$ cat src/rtl/div_repeated_sub_if.sv
// Operand/result bundle for the repeated-subtraction divider.
// The master drives start and data_in; the slave returns the result and status.
interface div_repeated_sub_if #(
  parameter int W = 16
);
  logic         start;
  logic [W-1:0] data_in;
  logic [W-1:0] quotient;
  logic [W-1:0] remainder;
  logic         done;
  logic         busy;
  logic         div_by_zero;

  modport master (
    output start, data_in,
    input  quotient, remainder, done, busy, div_by_zero
  );

  modport slave (
    input  start, data_in,
    output quotient, remainder, done, busy, div_by_zero
  );
endinterface

$ cat src/rtl/div_repeated_sub.sv
// Sequential unsigned divider: subtracts the divisor from the dividend until it no
// longer fits, counting subtractions; operands arrive one per cycle on data_in.
module div_repeated_sub #(
  parameter int W = 16
) (
  input  logic               clk,
  input  logic               rst,
  div_repeated_sub_if.slave  bus
);

  typedef enum logic [2:0] {
    S_IDLE,
    S_LOAD_A,
    S_LOAD_B,
    S_CALC,
    S_DONE
  } state_t;

  state_t       r_state;
  logic [W-1:0] r_a;
  logic [W-1:0] r_b;
  logic [W-1:0] r_q;
  logic         r_dz;
  logic         r_done;
  logic         r_busy;

  assign bus.quotient    = r_q;
  assign bus.remainder   = r_a;
  assign bus.div_by_zero = r_dz;
  assign bus.done        = r_done;
  assign bus.busy        = r_busy;

  // done/busy are registered alongside the state so they switch on the same edge.
  always_ff @(posedge clk) begin
    // NOTE: every register in this block uses <= so all updates see pre-edge values.
    if (rst) begin
      r_state <= S_IDLE;
      r_a     <= '0;
      r_b     <= '0;
      r_q     <= '0;
      r_dz    <= 1'b0;
      r_done  <= 1'b0;
      r_busy  <= 1'b0;
    end else begin
      case (r_state)
        S_IDLE: begin
          if (bus.start) begin
            r_state <= S_LOAD_A;
            r_busy  <= 1'b1;
          end
        end
        S_LOAD_A: begin
          r_a     <= bus.data_in;
          r_dz    <= 1'b0;
          r_state <= S_LOAD_B;
        end
        S_LOAD_B: begin
          r_b     <= bus.data_in;
          r_q     <= '0;
          r_state <= S_CALC;
        end
        S_CALC: begin
          if (r_b == '0) begin
            r_dz    <= 1'b1;
            r_state <= S_DONE;
            r_busy  <= 1'b0;
            r_done  <= 1'b1;
          end else if (r_a >= r_b) begin
            // Guarded by the compare, so this never wraps and Q stays within W bits.
            r_a <= r_a - r_b;
            r_q <= r_q + 1'b1;
          end else begin
            r_state <= S_DONE;
            r_busy  <= 1'b0;
            r_done  <= 1'b1;
          end
        end
        S_DONE: begin
          if (bus.start) begin
            r_state <= S_LOAD_A;
            r_done  <= 1'b0;
            r_busy  <= 1'b1;
          end
        end
        default: begin
          r_state <= S_IDLE;
          r_done  <= 1'b0;
          r_busy  <= 1'b0;
        end
      endcase
    end
  end

endmodule

$ cat src/flat_wrapper.sv
// flat-port wrapper written by rule: the top's interface ports become plain ports
module div_repeated_sub_flat 
#(
  parameter int W = 16
)
  (clk, rst, bus_start, bus_data_in, bus_quotient, bus_remainder, bus_done, bus_busy, bus_div_by_zero);
  div_repeated_sub_if #(.W(W)) bus_i ();
  input  logic clk;
  input  logic rst;
  input wire logic [$bits(bus_i.start)-1:0] bus_start;
  input wire logic [$bits(bus_i.data_in)-1:0] bus_data_in;
  output wire logic [$bits(bus_i.quotient)-1:0] bus_quotient;
  output wire logic [$bits(bus_i.remainder)-1:0] bus_remainder;
  output wire logic [$bits(bus_i.done)-1:0] bus_done;
  output wire logic [$bits(bus_i.busy)-1:0] bus_busy;
  output wire logic [$bits(bus_i.div_by_zero)-1:0] bus_div_by_zero;
  assign bus_i.start = bus_start;
  assign bus_i.data_in = bus_data_in;
  assign bus_quotient = bus_i.quotient;
  assign bus_remainder = bus_i.remainder;
  assign bus_done = bus_i.done;
  assign bus_busy = bus_i.busy;
  assign bus_div_by_zero = bus_i.div_by_zero;
  div_repeated_sub #(.W(W)) u_core (.clk(clk), .rst(rst), .bus(bus_i));
endmodule
$ cat config.mk
export PLATFORM = sky130hd
export DESIGN_NAME = div_repeated_sub_flat
export DESIGN_NICKNAME = d
export VERILOG_FILES = /design/src/rtl/div_repeated_sub_if.sv /design/src/rtl/div_repeated_sub.sv /design/src/flat_wrapper.sv
export SDC_FILE = /design/constraint.sdc
export NUM_CORES = 1
export LEC_CHECK = 0
export BUFFER_PORTS_ARGS = -buffer_cell sky130_fd_sc_hd__buf_2
export CORE_AREA = 8 8 90 108
export CTS_BUF_LIST = sky130_fd_sc_hd__clkbuf_16
export CTS_CLUSTER_SIZE = 25
export DETAILED_ROUTE_END_ITERATION = 10
export DIE_AREA = 0 0 98 116
export PLACE_DENSITY = 0.68
export SLEW_MARGIN = 10
export SYNTH_ARGS = -nofsm -noshare
export SYNTH_HDL_FRONTEND = slang
export SYNTH_SLANG_ARGS = --single-unit
export TNS_END_PERCENT = 5
$ cat constraint.sdc
create_clock -name clk -period 6.9 [get_ports clk]
set_input_delay 1.38 -clock clk [delete_from_list [all_inputs] [get_ports clk]]
set_output_delay 1.38 -clock clk [all_outputs]
set_load 0.01 [all_outputs]
==> impl_results.md, run 1 <==
* DP HPWL at 7.135 mm
* Maximum vdd drop at 0.0001512 V
* Commonest non-fill, non-tap cells in the layout: nand2_1 (71), dfxtp_1 (54), buf_2 (53)
* Post-Route WL at 9.782 mm
* Skew final at 8.557 ps
* Router iterations before antenna repair at 4
* Maximum fanout along the worst path at 14
* Yosys reg bits at 54
* Number of enable flip-flop cells after synthesis at 0
* P&R area growth vs syn at 12.14%
* Placed instance area at 0.003775 mm2
* Req. time, crit path at 7120 ps
* Fillers at 813
* Worst-Margin Slew at 1166 ps
* Startpoint class of the critical path: flip-flop
* Final worst path period share at 45.21%
* Final Hold Fails at 0
* CTS Buf Count at 5
* Layout cell share with drive strength beyond 1 at 17.90%
* Arrival time worst endpoint at 3340 ps
* Row count at 36
* Iteration-0 DRC Markers at 182
* Clock H-tree levels at 2
* Antenna-violating nets left at 0
* Setup TNS at 0 ps
* CP max stage delay at 590 ps
* DR DRC count at 0
* Die Ht at 116 um
* Maximum clock insertion buffer count at 2
* Starting Density at 44.08%
* Layout Nets at 522
* Min Hold Slack at 479.5 ps
* Buffers on Ports at 53
* Setup CP Type: reg2reg
* Avg Cell Area, Syn at 7.793 um2
* Commonest non-fill, non-tap cell in the layout: nand2_1
* Placed Cells incl. Taps at 573
* Hold-fix buffers, CTS at 0
* Synthesized cell area at 0.003515 mm2
* Ys Warns at 0
* Worst-Skew Late Latency at 300 ps
* Die Wd at 98 um
* Max Slew Vio Count at 0
* Outcome: finished clean
* Initial antenna violation count at 0
* Io pins at 54
* Slew margin rel. at 21.82%
* Critical-path cell list: inv_1 > ha_1 > fa_1 > nand2b_1 > a21o_1 > a211oi_1 > o31a_1 > buf_4 > nand3_1 > o21ai_0
* Fmax at 320.6 MHz
* Design Power at 1644 uW
* Syn Inst Count at 451
* CP max stage cell: o31a_1
* CTS tree: built
* Reg clk slew, reported paths at 70 ps
* Gpl congestion at 0.8898
* First-pass GRT wire length at 16.13 mm
* RSZ-0062 raised after global routing: false
* DR vias at 3,401
* Power per cell area at 417.0 mW/mm2
* Period minus WS final at 3119 ps
* TritonCTS Sinks at 54
* Yosys cell types at 60
* Final setup fails at 0
* Max-cap viol count at 0
* Final Instance Area at 0.003941 mm2
* Die area at 0.01137 mm2
* Leak at 0.001592 uW
* Syn Nets at 488
* Avg WL per Cell at 16.84 um
* FFs w/ async S/R, synth at 0%
* All-Layer GR Usage at 17.22%
* Ys flop type: dfxtp_1
* Critical Path End Type: flip-flop
* Vias/cell at 5.854
* Post-cts resize count at 0
* Post-CTS Setup Repair Bufs at 0
* Total gr overflow at 0
* Vias in the first global route at 3,344
* Diode count at 0
* Seq/Total Area, Yosys at 30.76%
* Core area at 0.007973 mm2
* Root Buffer: clkbuf_16
* HP Class: reg2reg
* Fin cells at 581
* Largest net degree at the start of global routing at 51
==> routing by layer <==
metal | vias up | part of all wire, % | routed length (um) | global-route usage [%]
li1 | 1704 | - | - | -
met1 | 1609 | 44 | 4299 | 19.80
met2 | 72 | 49 | 4814 | 30.74
met3 | 16 | 4.1 | 400 | 2.764
met4 | 0 | 2.7 | 267 | 7.813
met5 | - | 0 | 0 | 0
==> final timing paths <==
path,slack [ps],cells after the start,end,startpoint
max reg2reg,3780,10,u_core.bus.remainder[14],u_core.bus.remainder[0]
min,480,2,u_core.bus.remainder[0],u_core.bus.remainder[0]
max,3780,10,u_core.bus.remainder[14],u_core.bus.remainder[0]
min reg2reg,480,2,u_core.bus.remainder[0],u_core.bus.remainder[0]
==> flip-flops by register name (all words and copies together), names as in the netlist <==
name,cells
u_core.bus.div_by_zero,1
u_core.bus.done,1
u_core.bus.busy,1
u_core.bus.remainder,16
u_core.bus.quotient,16
u_core.r_state,3
u_core.r_b,16
==> cell families after synthesis <==
group,synth area share (%)
DFF,30.76
AOI/OAI and AO/OA,27.63
xor gates and xnor gates,1.744
muxes,1.424
adders and majority gates,6.621
buffers and inverters,6.550
and+or+nand+nor,25.28
==> per-stage QoR <==
step	worst slack, ps	util, %
2_1_floorplan	4333	-
3_3_place_gp	3646	47.35
3_5_place_dp	3571	47.35
4_1_cts	3792	49.44
5_1_grt	3521	49.44
6_report	3781	49.44
==> critical path, delay by kind of cell (launching register included) <==
| kind | cells | cell delay, ps |
|---|---|---|
| AND/OR/NAND/NOR | 2 | 320 |
| flip-flops | 1 | 340 |
| buffers and inverters | 2 | 390 |
| AO/OA/AOI/OAI | 4 | 1340 |
| adder cells (fa/ha/maj) | 2 | 630 |
==> synth_stat cells, drive strengths merged (5+ instances only) <==
master | n | share of area (%)
a211oi | 5 | 1.4
a21oi | 50 | 7.1
a311oi | 15 | 6.1
a31oi | 6 | 1.2
a41oi | 5 | 1.2
and3 | 7 | 1.2
buf | 15 | 2.7
clkbuf | 13 | 1.4
dfxtp | 54 | 31
ha | 17 | 6.1
inv | 23 | 2.5
mux2i | 5 | 1.4
nand2 | 73 | 8.1
nand3 | 16 | 2.3
nand3b | 5 | 1.1
nand4 | 10 | 1.8
nor2 | 31 | 3.3
nor3 | 11 | 1.6
o21ai | 26 | 3.7
or3 | 5 | 0.89
==> final cells by class <==
class | count | area [um2] | share of cell area, %
multi-input cells | 346 | 2208 | 56.03
flip-flops and latches | 54 | 1081 | 27.43
repair buffers | 55 | 280.3 | 7.111
clock buffers | 5 | 125.1 | 3.175
well taps | 95 | 118.9 | 3.016
inverters | 23 | 86.33 | 2.190
clock inverters | 3 | 41.29 | 1.048
==> report_power, final <==
group / total, uW / internal, uW / leakage, uW / switching, uW
clock: 290 / 170 / 0.0000812 / 120
combinational: 959 / 394 / 0.00107 / 565
sequential: 394 / 356 / 0.000438 / 38.9
Note: power is estimated with default switching activity, not from simulation.
==> inputs of run 2 (changes only) <==
Settings changed: PLACE_DENSITY 0.68 to 0.7.
Clock period 6.9 ns to 2.8 ns, I/O delays scaled along.
==> run 2 against run 1 <==
Sequential cell count stayed put. Final cell count up 1.9%. Wire length is 0.25% lower. First-iteration DRC count rose by 4.9%. Maximum frequency rose by 17%. Combinational power increased to 2.5 times the previous value. Worst setup slack got worse by 3700 ps.
==> impl_results.md, run 2 (synthesized netlist as in run 1, its figures left out) <==
* CTS tree: built
* First-pass GRT wire length at 16.33 mm (+1.2%)
* Max Slew Vio Count at 0 (unchanged)
* WL met1 at 4.104 mm (-4.5%)
* Layout cell share with drive strength beyond 1 at 19.92% (+2.0 points)
* Skew final at 7.135 ps (-1.422 ps)
* Setup TNS at 0 ps (unchanged)
* Io pins at 54 (unchanged)
* Max-cap viol count at 0 (unchanged)
* CTS Buf Count at 5 (unchanged)
* Commonest non-fill, non-tap cells in the layout: nand2_1 (71), dfxtp_1 (54), buf_2 (53)
* Starting Density at 44.08% (unchanged)
* Avg WL per Cell at 16.48 um (-2.1%)
* Period minus WS final at 2672 ps (-447.1 ps)
* Commonest non-fill, non-tap cell in the layout: nand2_1
* Iteration-0 DRC Markers at 191 (+4.9%)
* CP max stage delay at 410 ps (-180 ps)
* Clock H-tree levels at 2 (unchanged)
* Router iterations before antenna repair at 4 (unchanged)
* Largest net degree at the start of global routing at 50 (-2.0%)
* Startpoint class of the critical path: flip-flop
* Gpl congestion at 0.8889 (-0.10%)
* Vias/cell at 5.821 (-0.56%)
* R2R setup slack at 130 ps (-3650 ps)
* Outcome: finished clean
* DR vias at 3,446 (+1.3%)
* Req. time, crit path at 3020 ps (-4100 ps)
* Fmax at 374.2 MHz (+17%)
* Die Wd at 98 um (unchanged)
* DR top layer: met4
* Post-CTS Setup Repair Bufs at 0 (unchanged)
* Power per cell area at 995.0 mW/mm2 (+140%)
* Core area at 0.007973 mm2 (unchanged)
* Setup crit end: u_core.bus.quotient[14]
* Setup CP Type: reg2reg
* Slew margin rel. at 59.66% (+38 points)
* HP Class: reg2reg
* Antenna-violating nets left at 0 (unchanged)
* Final worst path period share at 95.43% (+50 points)
* Die Ht at 116 um (unchanged)
* Buffers on Ports at 53 (unchanged)
* Final setup fails at 0 (unchanged)
* Reg-to-Reg End: u_core.bus.quotient[14]
* Met3 wire length at 381 um (-4.8%)
* RSZ-0062 raised after global routing: false
* Maximum clock insertion buffer count at 2 (unchanged)
* CP max stage cell: fa_1
* Diode count at 0 (unchanged)
* Routed met2 length at 5.079 mm (+5.5%)
* Arrival time worst endpoint at 2900 ps (-440 ps)
* Worst-Skew Late Latency at 290 ps (about the same)
* Die area at 0.01137 mm2 (unchanged)
* R2r worst-path depth at 9 (-1)
* Reg clk slew, reported paths at 70 ps (about the same)
* Worst r2r src: u_core.bus.remainder[0]
* Layout Nets at 533 (+2.1%)
* DP HPWL at 7.290 mm (+2.2%)
* Hold_sp: u_core.r_b[10]
* Crit-path leading delay family: compound AO/OA/AOI/OAI gates
* WP buf/inv at 1 (-1)
* Total gr overflow at 0 (unchanged)
* DR DRC count at 0 (unchanged)
* P&R area growth vs syn at 14.24%
* All-Layer GR Usage at 17.48% (+0.26 points)
* Post-Route WL at 9.758 mm (-0.25%)
* Cell count along the critical path at 9 (-1)
* Maximum fanout along the worst path at 8 (-6)
* Critical Path Start: u_core.bus.remainder[0]
* Root Buffer: clkbuf_16
* Critical Path End Type: flip-flop
* Final Hold Fails at 0 (unchanged)
* Worst-Margin Slew at 605.1 ps (-561.2 ps)
* Design Power at 3995 uW (+140%)
* Row count at 36 (unchanged)
* Vias in the first global route at 3,347 (+0.090%)
* TritonCTS Sinks at 54 (unchanged)
* Critical-path cell list: inv_1 > ha_1 > fa_1 > nand2b_1 > a21o_1 > a211o_1 > a31o_2 > or3_1 > a21oi_1
* Leak at 0.001635 uW (+2.7%)
* Initial antenna violation count at 0 (unchanged)
* Maximum vdd drop at 0.0004541 V (+200%)
## run 2: cell types whose count changed in the layout (fill, tap and decap cells not counted)
cell / before / now
buf_12: 0 / 1
a31o_1: 1 / 0
buf_4: 2 / 11
bufinv_16: 1 / 0
inv_1: 24 / 23
buf_6: 0 / 1
clkinv_2: 0 / 1
a31o_2: 0 / 1
clkinv_1: 0 / 1
## run 2: layout make-up
| class | count | area, um2 |
|---|---|---|
| Fill cell | 794 | 3958 |
| Multi-Input combinational cell | 346 | 2208 |
| Inverter | 23 | 86.33 |
| Timing Repair Buffer | 66 | 379.1 |
| Clock buffer | 5 | 125.1 |
| Tap cell | 95 | 118.9 |
| Clock inverter | 3 | 16.27 |
| Sequential cell | 54 | 1081 |
## run 2: worst min-delay path by stage
stage                                 to  slack, ps  cells after the start
final                     u_core.r_b[10]        480                      2
after global routing       u_core.r_b[0]        490                      2
after CTS                  u_core.r_b[0]        480                      2
after detailed placement   u_core.r_b[0]        470                      2
after global placement     u_core.r_b[8]        470                      2
after floorplan           u_core.r_b[11]        440                      2
## run 2: what timing repair did
item | in CTS | in global routing
hold buffers | 0 | 0
endpoints found under the setup margin | 0 | 3
resized for setup | 0 | 2
endpoints found under the hold margin | 0 | 0
## run 2: metal layers
layer | track usage [%] | vias to the layer above
met5 | 0 | -
met4 | 5.729 | 0
met3 | 2.404 | 14
met2 | 32.34 | 93
met1 | 20.22 | 1616
li1 | - | 1723
## run 2: worst register-to-register path, cell delays in order, from the launching register on
cell and delay, ps:
dfxtp_1 350, inv_1 50, ha_1 220, fa_1 410, nand2b_1 200, a21o_1 210
a211o_1 320, a31o_2 340, or3_1 360, a21oi_1 150
## run 2: report_power, final
part	switching, uW	total [uW]	internal, uW
clock	282	609	327
combinational	1390	2410	1020
sequential	97.8	974	876
## run 2: metrics by stage
step                setup slack, ps  std cells  hold WS (ps)  utilization, %  area [um2]
floorplan                     232.5        451         443.8               -        3515
global placement              228.1        584         466.5           48.54        3870
detailed placement            130.4        584         470.0           48.54        3870
CTS                           97.87        592         480.2           50.31        4011
global route                  2.884        592         494.9           50.36        4015
finish                        127.9        592         481.8           50.36        4015
==> inputs of run 3 (changes only) <==
Settings changed: BUFFER_PORTS_ARGS -buffer_cell sky130_fd_sc_hd__buf_2 to not set, DONT_BUFFER_PORTS set to 1, PLACE_DENSITY 0.7 to 0.64.
==> run 3 against run 2 <==
Largest power group unchanged. Final cell count down 8.4%. Die area unchanged. Clock power up 16%. Sequential cell count stayed put. Count of clock-buffer cells in the layout unchanged. Worst setup slack gained 28 ps. Maximum frequency is 1.1% higher. Final area shrank 5.4%. Critical path depth rose by 1. Register-to-register slack improved by 30 ps.
==> impl_results.md, run 3 (synthesized netlist as in run 1, its figures left out) <==
* Setup crit end: u_core.bus.quotient[9]
* Final worst path period share at 94.43% (-1.0 points)
* Final Hold Fails at 0 (unchanged)
* Initial antenna violation count at 0 (unchanged)
* Commonest non-fill, non-tap cell in the layout: nand2_1
* Max-cap viol count at 0 (unchanged)
* Layout cell share with drive strength beyond 1 at 11.19% (-8.7 points)
* Die Wd at 98 um (unchanged)
* Worst r2r src: u_core.bus.remainder[0]
* Gpl congestion at 0.9094 (+2.3%)
* Period minus WS final at 2644 ps (-28.01 ps)
* Critical Path Start: u_core.bus.remainder[0]
* Placed instance area at 0.003627 mm2 (-6.3%)
* Vias in the first global route at 3,166 (-5.4%)
* Final setup fails at 0 (unchanged)
* Post-CTS Setup Repair Bufs at 0 (unchanged)
* Buffers on Ports at 0 (-100%)
* Core area at 0.007973 mm2 (unchanged)
* Clock H-tree levels at 2 (unchanged)
* Die Ht at 116 um (unchanged)
* Register area at 0.001081 mm2 (unchanged)
* CTS tree: built
* Startpoint class of the critical path: flip-flop
* Worst-Margin Slew at 580.2 ps (-24.92 ps)
* R2r worst-path depth at 10 (+1)
* Avg WL per Cell at 18.46 um (+12%)
* Vias/cell at 6.004 (+3.1%)
* CTS Buf Count at 5 (unchanged)
* DR vias at 3,254 (-5.6%)
* Leak at 0.001401 uW (-14%)
* Io pins at 54 (unchanged)
* Die area at 0.01137 mm2 (unchanged)
* Power per cell area at 1061 mW/mm2 (+6.7%)
* Starting Density at 44.08% (unchanged)
* All-Layer GR Usage at 17.79% (+0.31 points)
* Fmax at 378.2 MHz (+1.1%)
* Post-Route WL at 10.01 mm (+2.5%)
* Iteration-0 DRC Markers at 210 (+9.9%)
* Diode count at 0 (unchanged)
* Fin cells at 542 (-8.4%)
* First-pass GRT wire length at 16.42 mm (+0.51%)
* Maximum fanout along the worst path at 15 (+7)
* Largest net degree at the start of global routing at 51 (+2.0%)
* Reg-to-Reg End: u_core.bus.quotient[9]
* DP HPWL at 7.570 mm (+3.8%)
* Placed Cells incl. Taps at 534 (-8.6%)
* Setup TNS at 0 ps (unchanged)
* Fillers at 794 (unchanged)
* Layout Nets at 483 (-9.4%)
* Row count at 36 (unchanged)
* Multi-input logic area at 0.002213 mm2 (+0.23%)
* Root Buffer: clkbuf_16
* Total gr overflow at 0 (unchanged)
* Maximum clock insertion buffer count at 2 (unchanged)
* P&R area growth vs syn at 8.081%
* RSZ-0062 raised after global routing: false
* Final core area utilization at 47.65% (-2.7 points)
* Outcome: finished clean
* DR DRC count at 0 (unchanged)
* Max Slew Vio Count at 0 (unchanged)
* Pre-CTS setup slack at 168.3 ps (+37.84 ps)
* HP Class: in2reg
* Router iterations before antenna repair at 4 (unchanged)
* TritonCTS Sinks at 54 (unchanged)
* Antenna-violating nets left at 0 (unchanged)
* Req. time, crit path at 3010 ps (about the same)
* Worst-Skew Late Latency at 290 ps (about the same)
* Skew final at 5.205 ps (-1.930 ps)
* R2R setup slack at 160 ps (+30 ps)
* Arrival time worst endpoint at 2860 ps (-40 ps)
* Critical Path End Type: flip-flop
* Reg clk slew, reported paths at 70 ps (about the same)
* Commonest non-fill, non-tap cells in the layout: nand2_1 (71), dfxtp_1 (54), a21oi_1 (50)
* Final Instance Area at 0.003799 mm2 (-5.4%)
* Hold_sp: rst
* Final worst slack at 155.9 ps (+28.01 ps)
* Slew margin rel. at 61.11% (+1.5 points)
* Maximum vdd drop at 0.0003956 V (-13%)
* Setup CP Type: reg2reg
==> run 3: cell types whose count changed in the layout (fill, tap and decap cells not counted), sizes merged <==
cell	before	now
inv	23	24
buf	66	16
clkinv	2	0
bufinv	0	1
==> run 3: worst min-delay path by stage <==
stage,cells after the start,end,slack (ps)
2_1_floorplan,2,u_core.r_b[11],440
3_3_place_gp,2,u_core.r_b[5],450
3_5_place_dp,2,u_core.r_b[5],460
4_1_cts,1,u_core.bus.quotient[9],330
5_1_grt,1,u_core.bus.quotient[1],320
6_report,1,u_core.bus.quotient[5],330
==> run 3: repair_timing <==
action | CTS | global route
setup endpoints to repair | 0 | 2
hold buffers | 0 | 0
gates resized for setup | 0 | 2
==> run 3: critical path, stage by stage, from the launching register on <==
cell and delay [ps]:
dfxtp_1 340, inv_1 50, ha_1 220, fa_1 400, nand2b_1 190, a21o_1 230
a211o_1 310, a31oi_2 190, buf_4 230, a41oi_1 150, a311oi_2 250
==> run 3: final cells by class <==
type	instances	area share, %
inverters	23	2.273
flip-flops and latches	54	28.46
clock buffers	5	3.294
clock inverters	3	1.087
multi-input cells	346	58.27
repair buffers	16	3.491
well taps	95	3.129
==> run 3: where the power goes <==
group	total [uW]	switching, uW	internal, uW
Sequential	1030	150	876
Combinational	2300	1330	967
Clock	708	289	419
Total	4030	1770	2260
==> run 3: layer usage <==
layer,global-route usage [%],vias up,wire length (um)
met1,19.43,1543,4145
met5,0,-,0
met2,33.26,73,5085
li1,-,1624,-
met3,3.966,14,565
met4,5.833,0,210
==> run 3: through the flow <==
step | total power, uW | hold slack [ps]
final | 4032 | 330.1
after global routing | 4339 | 320.6
after CTS | 4035 | 326.3
after detailed placement | 3314 | 461.5
after global placement | 3296 | 452.9
after floorplan | 2826 | 443.8
